[src/rtl/hub75_fb_stream_feed_if.sv]
// Stream and row-buffer write bus for hub75_fb_stream_feed.
// The master modport is the feeder's view: it consumes the pixel stream and
// drives the row-buffer write port plus the per-row commit strobes. The slave
// modport is the view of the surrounding logic (pixel source and write-in stage).
// Optional feature macro: HUB75_FEED_RGB565_EN narrows in_data to 16-bit RGB565.
interface hub75_fb_stream_feed_if #(
  parameter int N_BANKS  = 2,
  parameter int N_ROWS   = 32,
  parameter int N_COLS   = 64,
  parameter int BITDEPTH = 24
);
  localparam int LOG_N_BANKS = $clog2(N_BANKS);
  localparam int LOG_N_ROWS  = $clog2(N_ROWS);
  localparam int LOG_N_COLS  = $clog2(N_COLS);
`ifdef HUB75_FEED_RGB565_EN
  localparam int IN_W = 16;
`else
  localparam int IN_W = BITDEPTH;
`endif

  // Pixel stream
  logic [IN_W-1:0]        in_data;
  logic                   in_sof;
  logic                   in_valid;
  logic                   in_ready;

  // Row commit towards the write-in stage
  logic [LOG_N_BANKS-1:0] wr_bank_addr;
  logic [LOG_N_ROWS-1:0]  wr_row_addr;
  logic                   wr_row_store;
  logic                   wr_row_rdy;
  logic                   wr_row_swap;

  // Row-buffer write port
  logic [BITDEPTH-1:0]    wr_data;
  logic [LOG_N_COLS-1:0]  wr_col_addr;
  logic                   wr_en;

  // Status pulses
  logic                   frame_done;
  logic                   sof_err;

  modport master (
    input  in_data, in_sof, in_valid, wr_row_rdy,
    output in_ready, wr_bank_addr, wr_row_addr, wr_row_store, wr_row_swap,
           wr_data, wr_col_addr, wr_en, frame_done, sof_err
  );

  modport slave (
    output in_data, in_sof, in_valid, wr_row_rdy,
    input  in_ready, wr_bank_addr, wr_row_addr, wr_row_store, wr_row_swap,
           wr_data, wr_col_addr, wr_en, frame_done, sof_err
  );
endinterface

[src/rtl/hub75_fb_stream_feed.sv]
// hub75_fb_stream_feed: turns a raster-ordered valid/ready pixel stream into
// row-buffer writes and one swap+store commit per completed row. Frame line L
// lands in bank L / N_ROWS, row L % N_ROWS. A row fills in FILL; WAIT holds the
// stream until the write-in stage is idle, then the commit swaps the double
// buffer so the next row can fill while the previous one is copied out.
// Optional feature macro: HUB75_FEED_RGB565_EN (16-bit RGB565 input expanded to
// 24-bit RGB888 in the input register stage; BITDEPTH must then be 24).
module hub75_fb_stream_feed #(
  parameter int N_BANKS  = 2,
  parameter int N_ROWS   = 32,
  parameter int N_COLS   = 64,
  parameter int BITDEPTH = 24
) (
  input  logic                      clk,
  input  logic                      rst,
  hub75_fb_stream_feed_if.master    bus
);
  localparam int LOG_N_BANKS = $clog2(N_BANKS);
  localparam int LOG_N_ROWS  = $clog2(N_ROWS);
  localparam int LOG_N_COLS  = $clog2(N_COLS);
  localparam int LINE_W      = LOG_N_BANKS + LOG_N_ROWS;

  localparam logic [0:0] ST_FILL = 1'b0;
  localparam logic [0:0] ST_WAIT = 1'b1;

  logic [0:0]             state;
  logic [LOG_N_COLS-1:0]  col;
  logic [LINE_W-1:0]      line;
  logic [LOG_N_BANKS-1:0] bank_hold;
  logic [LOG_N_ROWS-1:0]  row_hold;

  logic                   hs;
  logic                   resync;
  logic                   commit;
  logic [BITDEPTH-1:0]    px;

  // Stream handshake; a frame start anywhere but line 0 / col 0 is a resync.
  assign bus.in_ready = (state == ST_FILL);
  assign hs           = bus.in_valid && (state == ST_FILL);
  assign resync       = hs && bus.in_sof && ((col != '0) || (line != '0));

  // The commit is taken in the same cycle the write-in stage reports idle, so a
  // full row costs only one stall cycle; reset suppresses a commit in flight.
  assign commit           = (state == ST_WAIT) && bus.wr_row_rdy && !rst;
  assign bus.wr_row_store = commit;
  assign bus.wr_row_swap  = commit;
  assign bus.frame_done   = commit && (&line);
  assign bus.wr_bank_addr = commit ? line[LINE_W-1 -: LOG_N_BANKS] : bank_hold;
  assign bus.wr_row_addr  = commit ? line[LOG_N_ROWS-1:0] : row_hold;

  // Input pixel formatting ahead of the write register.
`ifdef HUB75_FEED_RGB565_EN
  assign px = {bus.in_data[15:11], bus.in_data[15:13],
               bus.in_data[10:5],  bus.in_data[10:9],
               bus.in_data[4:0],   bus.in_data[4:2]};
`else
  assign px = bus.in_data;
`endif

  // Row/line sequencing: column counter, FILL/WAIT control and commit address hold.
  always_ff @(posedge clk) begin
    // NOTE: sequential state uses non-blocking assignments so every register
    // samples the pre-edge values of the others, independent of statement order.
    if (rst) begin
      state     <= ST_FILL;
      col       <= '0;
      line      <= '0;
      bank_hold <= '0;
      row_hold  <= '0;
    end else if (commit) begin
      state     <= ST_FILL;
      line      <= line + LINE_W'(1);
      bank_hold <= line[LINE_W-1 -: LOG_N_BANKS];
      row_hold  <= line[LOG_N_ROWS-1:0];
    end else if (hs) begin
      if (resync) begin
        line <= '0;
        col  <= LOG_N_COLS'(1);
      end else if (&col) begin
        col   <= '0;
        state <= ST_WAIT;
      end else begin
        col <= col + LOG_N_COLS'(1);
      end
    end
  end

  // Row-buffer write port: accepted pixel appears one cycle after its handshake.
  always_ff @(posedge clk) begin
    if (rst) begin
      bus.wr_en       <= 1'b0;
      bus.wr_data     <= '0;
      bus.wr_col_addr <= '0;
      bus.sof_err     <= 1'b0;
    end else begin
      bus.wr_en   <= hs;
      bus.sof_err <= resync;
      if (hs) begin
        bus.wr_data     <= px;
        bus.wr_col_addr <= resync ? '0 : col;
      end
    end
  end
endmodule

[src/flat_wrapper.sv]
// flat-port wrapper written by rule: the top's interface ports become plain ports
module hub75_fb_stream_feed_flat 
#(
  parameter int N_BANKS  = 2,
  parameter int N_ROWS   = 32,
  parameter int N_COLS   = 64,
  parameter int BITDEPTH = 24
)
  (clk, rst, bus_in_data, bus_in_sof, bus_in_valid, bus_wr_row_rdy, bus_in_ready, bus_wr_bank_addr, bus_wr_row_addr, bus_wr_row_store, bus_wr_row_swap, bus_wr_data, bus_wr_col_addr, bus_wr_en, bus_frame_done, bus_sof_err);
  hub75_fb_stream_feed_if #(.N_BANKS(N_BANKS), .N_ROWS(N_ROWS), .N_COLS(N_COLS), .BITDEPTH(BITDEPTH)) bus_i ();
  input  logic clk;
  input  logic rst;
  input wire logic [$bits(bus_i.in_data)-1:0] bus_in_data;
  input wire logic [$bits(bus_i.in_sof)-1:0] bus_in_sof;
  input wire logic [$bits(bus_i.in_valid)-1:0] bus_in_valid;
  input wire logic [$bits(bus_i.wr_row_rdy)-1:0] bus_wr_row_rdy;
  output wire logic [$bits(bus_i.in_ready)-1:0] bus_in_ready;
  output wire logic [$bits(bus_i.wr_bank_addr)-1:0] bus_wr_bank_addr;
  output wire logic [$bits(bus_i.wr_row_addr)-1:0] bus_wr_row_addr;
  output wire logic [$bits(bus_i.wr_row_store)-1:0] bus_wr_row_store;
  output wire logic [$bits(bus_i.wr_row_swap)-1:0] bus_wr_row_swap;
  output wire logic [$bits(bus_i.wr_data)-1:0] bus_wr_data;
  output wire logic [$bits(bus_i.wr_col_addr)-1:0] bus_wr_col_addr;
  output wire logic [$bits(bus_i.wr_en)-1:0] bus_wr_en;
  output wire logic [$bits(bus_i.frame_done)-1:0] bus_frame_done;
  output wire logic [$bits(bus_i.sof_err)-1:0] bus_sof_err;
  assign bus_i.in_data = bus_in_data;
  assign bus_i.in_sof = bus_in_sof;
  assign bus_i.in_valid = bus_in_valid;
  assign bus_i.wr_row_rdy = bus_wr_row_rdy;
  assign bus_in_ready = bus_i.in_ready;
  assign bus_wr_bank_addr = bus_i.wr_bank_addr;
  assign bus_wr_row_addr = bus_i.wr_row_addr;
  assign bus_wr_row_store = bus_i.wr_row_store;
  assign bus_wr_row_swap = bus_i.wr_row_swap;
  assign bus_wr_data = bus_i.wr_data;
  assign bus_wr_col_addr = bus_i.wr_col_addr;
  assign bus_wr_en = bus_i.wr_en;
  assign bus_frame_done = bus_i.frame_done;
  assign bus_sof_err = bus_i.sof_err;
  hub75_fb_stream_feed #(.N_BANKS(N_BANKS), .N_ROWS(N_ROWS), .N_COLS(N_COLS), .BITDEPTH(BITDEPTH)) u_core (.clk(clk), .rst(rst), .bus(bus_i));
endmodule
[config.mk]
export PLATFORM = sky130hd
export DESIGN_NAME = hub75_fb_stream_feed_flat
export DESIGN_NICKNAME = d
export VERILOG_FILES = /design/src/rtl/hub75_fb_stream_feed_if.sv /design/src/rtl/hub75_fb_stream_feed.sv /design/src/flat_wrapper.sv
export SDC_FILE = /design/constraint.sdc
export NUM_CORES = 1
export LEC_CHECK = 0
export ABC_AREA = 1
export CAP_MARGIN = 10
export CORE_MARGIN = 10
export CORE_UTILIZATION = 48
export DETAILED_ROUTE_END_ITERATION = 10
export GPL_ROUTABILITY_DRIVEN = 0
export PLACE_DENSITY = 0.87
export REMOVE_ABC_BUFFERS = 1
export SKIP_CTS_REPAIR_TIMING = 1
export SLEW_MARGIN = 30
export SYNTH_ARGS = -nofsm -noshare
export SYNTH_HDL_FRONTEND = slang
export SYNTH_SLANG_ARGS = --single-unit
[constraint.sdc]
create_clock -name clk -period 2.8 [get_ports clk]
set_input_delay 0.7 -clock clk [delete_from_list [all_inputs] [get_ports clk]]
set_output_delay 0.7 -clock clk [all_outputs]
set_load 0.05 [all_outputs]
== Word-level counts from Yosys, hierarchy flattened ==
Index checks and enable logic that the tools add are counted.

* Add/subtract/negate cells: 2
* Muxes and demuxes: 8
* Bitwise operators: 3
* Reductions and logical operators: 18

{| class="wikitable"
|+ Operator list
! operator !! count
|-
| two-way mux 6 bit || 6
|-
| adder 6 x 1 -> 6 bit (second input constant) || 2
|-
| AND reduction 6 bit || 2
|-
| nonzero test 6 bit || 2
|-
| AND reduction 8 bit || 1
|-
| logical AND 1 bit || 6
|-
| two-way mux 5 bit || 1
|-
| AND reduction 2 bit || 2
|-
| nonzero test 2 bit || 2
|-
| inverter 1 bit || 3
|-
| OR reduction 2 bit || 1
|-
| zero test 1 bit || 1
|-
| logical OR 1 bit || 1
|-
| two-way mux 1 bit || 1
|}

* Register bits after elaboration: 51
* Word-level logic and storage cells: 40

== Longest topological paths before layout ==
* Depth in word-level cells: 7
* Mapped depth: 8
* Depth with buffers taken out: 8

== Worst setup path after synthesis ==
Ideal clock, no wire load.

* Kind: input -> output
* Start: input bus_wr_row_rdy
* End: output bus_frame_done
* Arrival time: 2136 ps
* Required time: 2100 ps
* Path slack: -36 ps
* Cell stages on the path: 5
* Path buffers: 1
* Cell sequence: nand2_1 nor2_2 buf_2 nand2_1 nor2_1

* Word-level cells in the longest chain between the ends: 3

{| class="wikitable"
|+ RTL lines
! what !! line !! RTL
|-
| from (decl) || flat_wrapper.sv:16 || <nowiki>input wire logic [$bits(bus_i.wr_row_rdy)-1:0] bus_wr_row_rdy;</nowiki>
|-
| logical AND 1 bit (2 in series) || hub75_fb_stream_feed.sv:44 || <nowiki>assign commit = (state == ST_WAIT) && bus.wr_row_rdy && !rst;</nowiki>
|-
| net bus_wr_row_store || flat_wrapper.sv:20 || <nowiki>output wire logic [$bits(bus_i.wr_row_store)-1:0] bus_wr_row_store;</nowiki>
|-
| logical AND 1 bit || hub75_fb_stream_feed.sv:47 || <nowiki>assign bus.frame_done = commit && (&line);</nowiki>
|-
| to (decl) || flat_wrapper.sv:25 || <nowiki>output wire logic [$bits(bus_i.frame_done)-1:0] bus_frame_done;</nowiki>
|}

The timed path passes the listed nets, and every way through them passes these cells.

== Worst setup path in the final report ==
* Start: input bus_wr_row_rdy
* End: output bus_wr_row_addr[3]

* Word-level cells in the longest chain between the ends: 3

{| class="wikitable"
|+ RTL lines
! what !! line !! RTL
|-
| logical AND 1 bit (2 in series) || hub75_fb_stream_feed.sv:44 ||
|-
| two-way mux 5 bit || hub75_fb_stream_feed.sv:49 || <nowiki>assign bus.wr_row_addr = commit ? line[LOG_N_ROWS-1:0] : row_hold;</nowiki>
|-
| to (decl) || flat_wrapper.sv:19 || <nowiki>output wire logic [$bits(bus_i.wr_row_addr)-1:0] bus_wr_row_addr;</nowiki>
|}

No other way between the ends.

==> results.yml <==
floorplan:
  die_area_um2: 7380
  coreArea_um2: 4120
  ioPinCount: 71
  num_rows: 23
  die_h_um: 85.9
  die_x_um: 85.9
  initial_core_util_pct: 50.7
power_and_ir_drop:
  p_leak_nw: 1.18
  p_total_mw: 1.46
  peakVddDrop_mv: 0.276
  powerDensity_nw_per_um2: 488
critical_path:
  critPathMaxFanout: 10
  cp.arrival_ns: 2.02
  cp-end-kind: "output pin"
  r2r_end: "u_core.col[0]$_SDFFE_PP0P_"
  cp.required_ns: 2.10
  critical_path.cell_chain: "clkdlybuf4s50_1, nand2_2, nor2_4, buf_12, nand2_1, o21ai_0, inv_1, buf_12"
  r2r_setup_slack_ns: 1.20
  crit_path_max_incr_delay_ns: 0.47
  r2r_cells: 7
  crit_type: "in2out"
  cpMaxStageDelayCell: "clkdlybuf4s50_1"
  crit_top_cell: "buf_12"
  startpoint_type: "primary input"
  timing.rr.start: "u_core.col[0]$_SDFFE_PP0P_"
route:
  drt_iter0_drc: 140
  ant_nets: 0
  via_per_inst: 5.13
  routed_wl_um: 5390
  dr.pass1.iters: 5
  post_drt_wl_per_cell_um: 13.7
  vias: 2028
  drc_errors: 0
cells_and_area:
  seq_area_um2: 1020
  synthToLayoutAreaGrowth_pct: 43.5
  final_cells: 395
  multi_input_area_um2: 913
  n_antenna_cell: 0
  final_area_um2: 2990
  nFillCells: 347
  nNetsFinal: 378
  drive_gt1_share_pct: 8.41
timing:
  finalMaxSlewViolations: 0
  hold_viol: 0
  setup_viol: 0
  fin_crit_sh_pct: 97.0
  max_freq_mhz: 368
  skew_ns: 0.00354
  worst_slew_pin_slew_ns: 0.776
  max_slew_margin_pct: 48.2
  period_needed_ns: 2.72
hold_path:
  hp-start: "u_core.bus.wr_col_addr[3]$_SDFFE_PP0N_"
  hold_path.class: "reg2reg"
  holdPathStages: 2
  worstHoldEndpoint: "u_core.bus.wr_col_addr[3]$_SDFFE_PP0N_"
synth:
  yosys.area.top_type_share_pct: 49.0
  yosysMostFrequentCell: "nor2_1"
  ys_seq_area_share_pct: 49.0
  synth-async-reset-ratio_pct: 0
  synth_area_um2: 2080
  synth_area_leaders: "dfxtp_1, nor2_1, o21ai_0"
  synthTopCellsByCount: "nor2_1, dfxtp_1, nand2_1"
  synth_edf_count: 0
  synthFlopType: "dfxtp_1"
  avgSynthCellArea_um2: 7.50
  ys_warn_count: 0
  synth_cell_types: 23
  syn_inst: 278
  yosysTopAreaCell: "dfxtp_1"
  yosys_register_bits: 51
placement:
  port_buffers: 70
  placed_cells: 388
  placed_cell_area_um2: 2900
  dp_hpwl_um: 4010
cts:
  cts_inserted_buffers: 5
  clockBufferDepth: 2
  cts_sinks: 51
  h-tree-depth: 2
  tritoncts: "built"
  clockRootBuffer: "clkbuf_8"
  clk_pin_slew_worst_paths_ns: 0.08
  clock_latency_ns: 0.29
status:
  outcome: "completed"
job:
  maxCapViolCount: 0
grt:
  grt_max_degree: 38
  grt.total_usage_pct: 14.6
  antenna_found_initial: 0
  grt_pass1_vias: 1909
  gr-total-overflow: 0
  grt_pass1_wl_um: 9060
==> per-stage QoR <==
stage | hold slack, ns | setup TNS (ns) | setup WS (ns) | util, %
4_1_cts | 0.468 | 0 | 0.0175 | 72.5
3_5_place_dp | 0.456 | 0 | 0.0216 | 70.4
2_1_floorplan | 0.438 | -3.39 | -0.924 | -
5_1_grt | 0.492 | -0.000657 | -0.000657 | 72.7
3_3_place_gp | 0.452 | 0 | 0.0876 | 70.4
6_report | 0.466 | 0 | 0.0838 | 72.7
==> cell type report <==
| type | count | area share (%) |
|---|---|---|
| Inverter | 19 | 2.38 |
| Tap cell | 50 | 2.09 |
| Sequential cell | 51 | 34.1 |
| Clock inverter | 1 | 0.167 |
| Timing Repair Buffer | 76 | 27.9 |
| Multi-Input combinational cell | 192 | 30.5 |
| Clock buffer | 6 | 2.76 |
==> layer usage <==
layer / vias to the layer above / part of all wire, % / GRT usage [%]
met3: 2 / 8.2 / 5.30
met1: 927 / 45 / 18.7
li1: 1028 / - / -
met4: 0 / 0.32 / 3.59
met2: 71 / 46 / 22.8
met5: - / 0 / 0
==> power breakdown <==
| part | switching, mW | internal (mW) | leakage, nW | total, mW |
|---|---|---|---|---|
| sequential | 0.0171 | 0.755 | 0.418 | 0.772 |
| clock | 0.223 | 0.194 | 0.0470 | 0.417 |
| combinational | 0.168 | 0.104 | 0.710 | 0.272 |
==> logic make-up after synthesis <==
logic type | share of synthesized area, %
AND/OR/NAND/NOR | 26.2
AO/OA/AOI/OAI | 14.9
flip-flops | 49.0
buffers and inverters | 7.56
adder cells (fa/ha/maj) | 2.40
==> sequential cells by signal, summed over array words and instances, names as in the netlist <==
register / count
u_core.row_hold: 5
u_core.col: 6
u_core.state: 1
u_core.bus.wr_col_addr: 6
u_core.bus.wr_en: 1
u_core.line: 6
u_core.bus.wr_data: 24
u_core.bank_hold: 1
u_core.bus.sof_err: 1
==> cell usage in the layout, fill, tap and decap left out, drive strengths merged, types with 4 or more instances in the layout <==
cell type      count
nand3             24
nand2             36
inv               19
clkbuf             6
a21oi             19
ha                 4
o21ai             34
nor2              67
buf               15
dfxtp             51
clkdlybuf4s50     61
==> worst max-delay path, delay by kind of cell <==
family | cells | cell delay, ns
buffers and inverters | 4 | 0.90
and+or+nand+nor | 3 | 0.31
AOI/OAI and AO/OA | 1 | 0.11
==> how the worst max path moves through the flow <==
stage | startpoint | to | slack, ns
2_1_floorplan | bus_wr_row_rdy | bus_wr_row_addr[0] | -0.92
3_3_place_gp | bus_wr_row_rdy | bus_frame_done | 0.09
3_5_place_dp | bus_wr_row_rdy | bus_frame_done | 0.02
4_1_cts | bus_wr_row_rdy | bus_wr_row_addr[3] | 0.02
5_1_grt | bus_wr_row_rdy | bus_wr_row_addr[3] | -0.0007
6_report | bus_wr_row_rdy | bus_wr_row_addr[3] | 0.08
(Power assumes the default switching activity.)
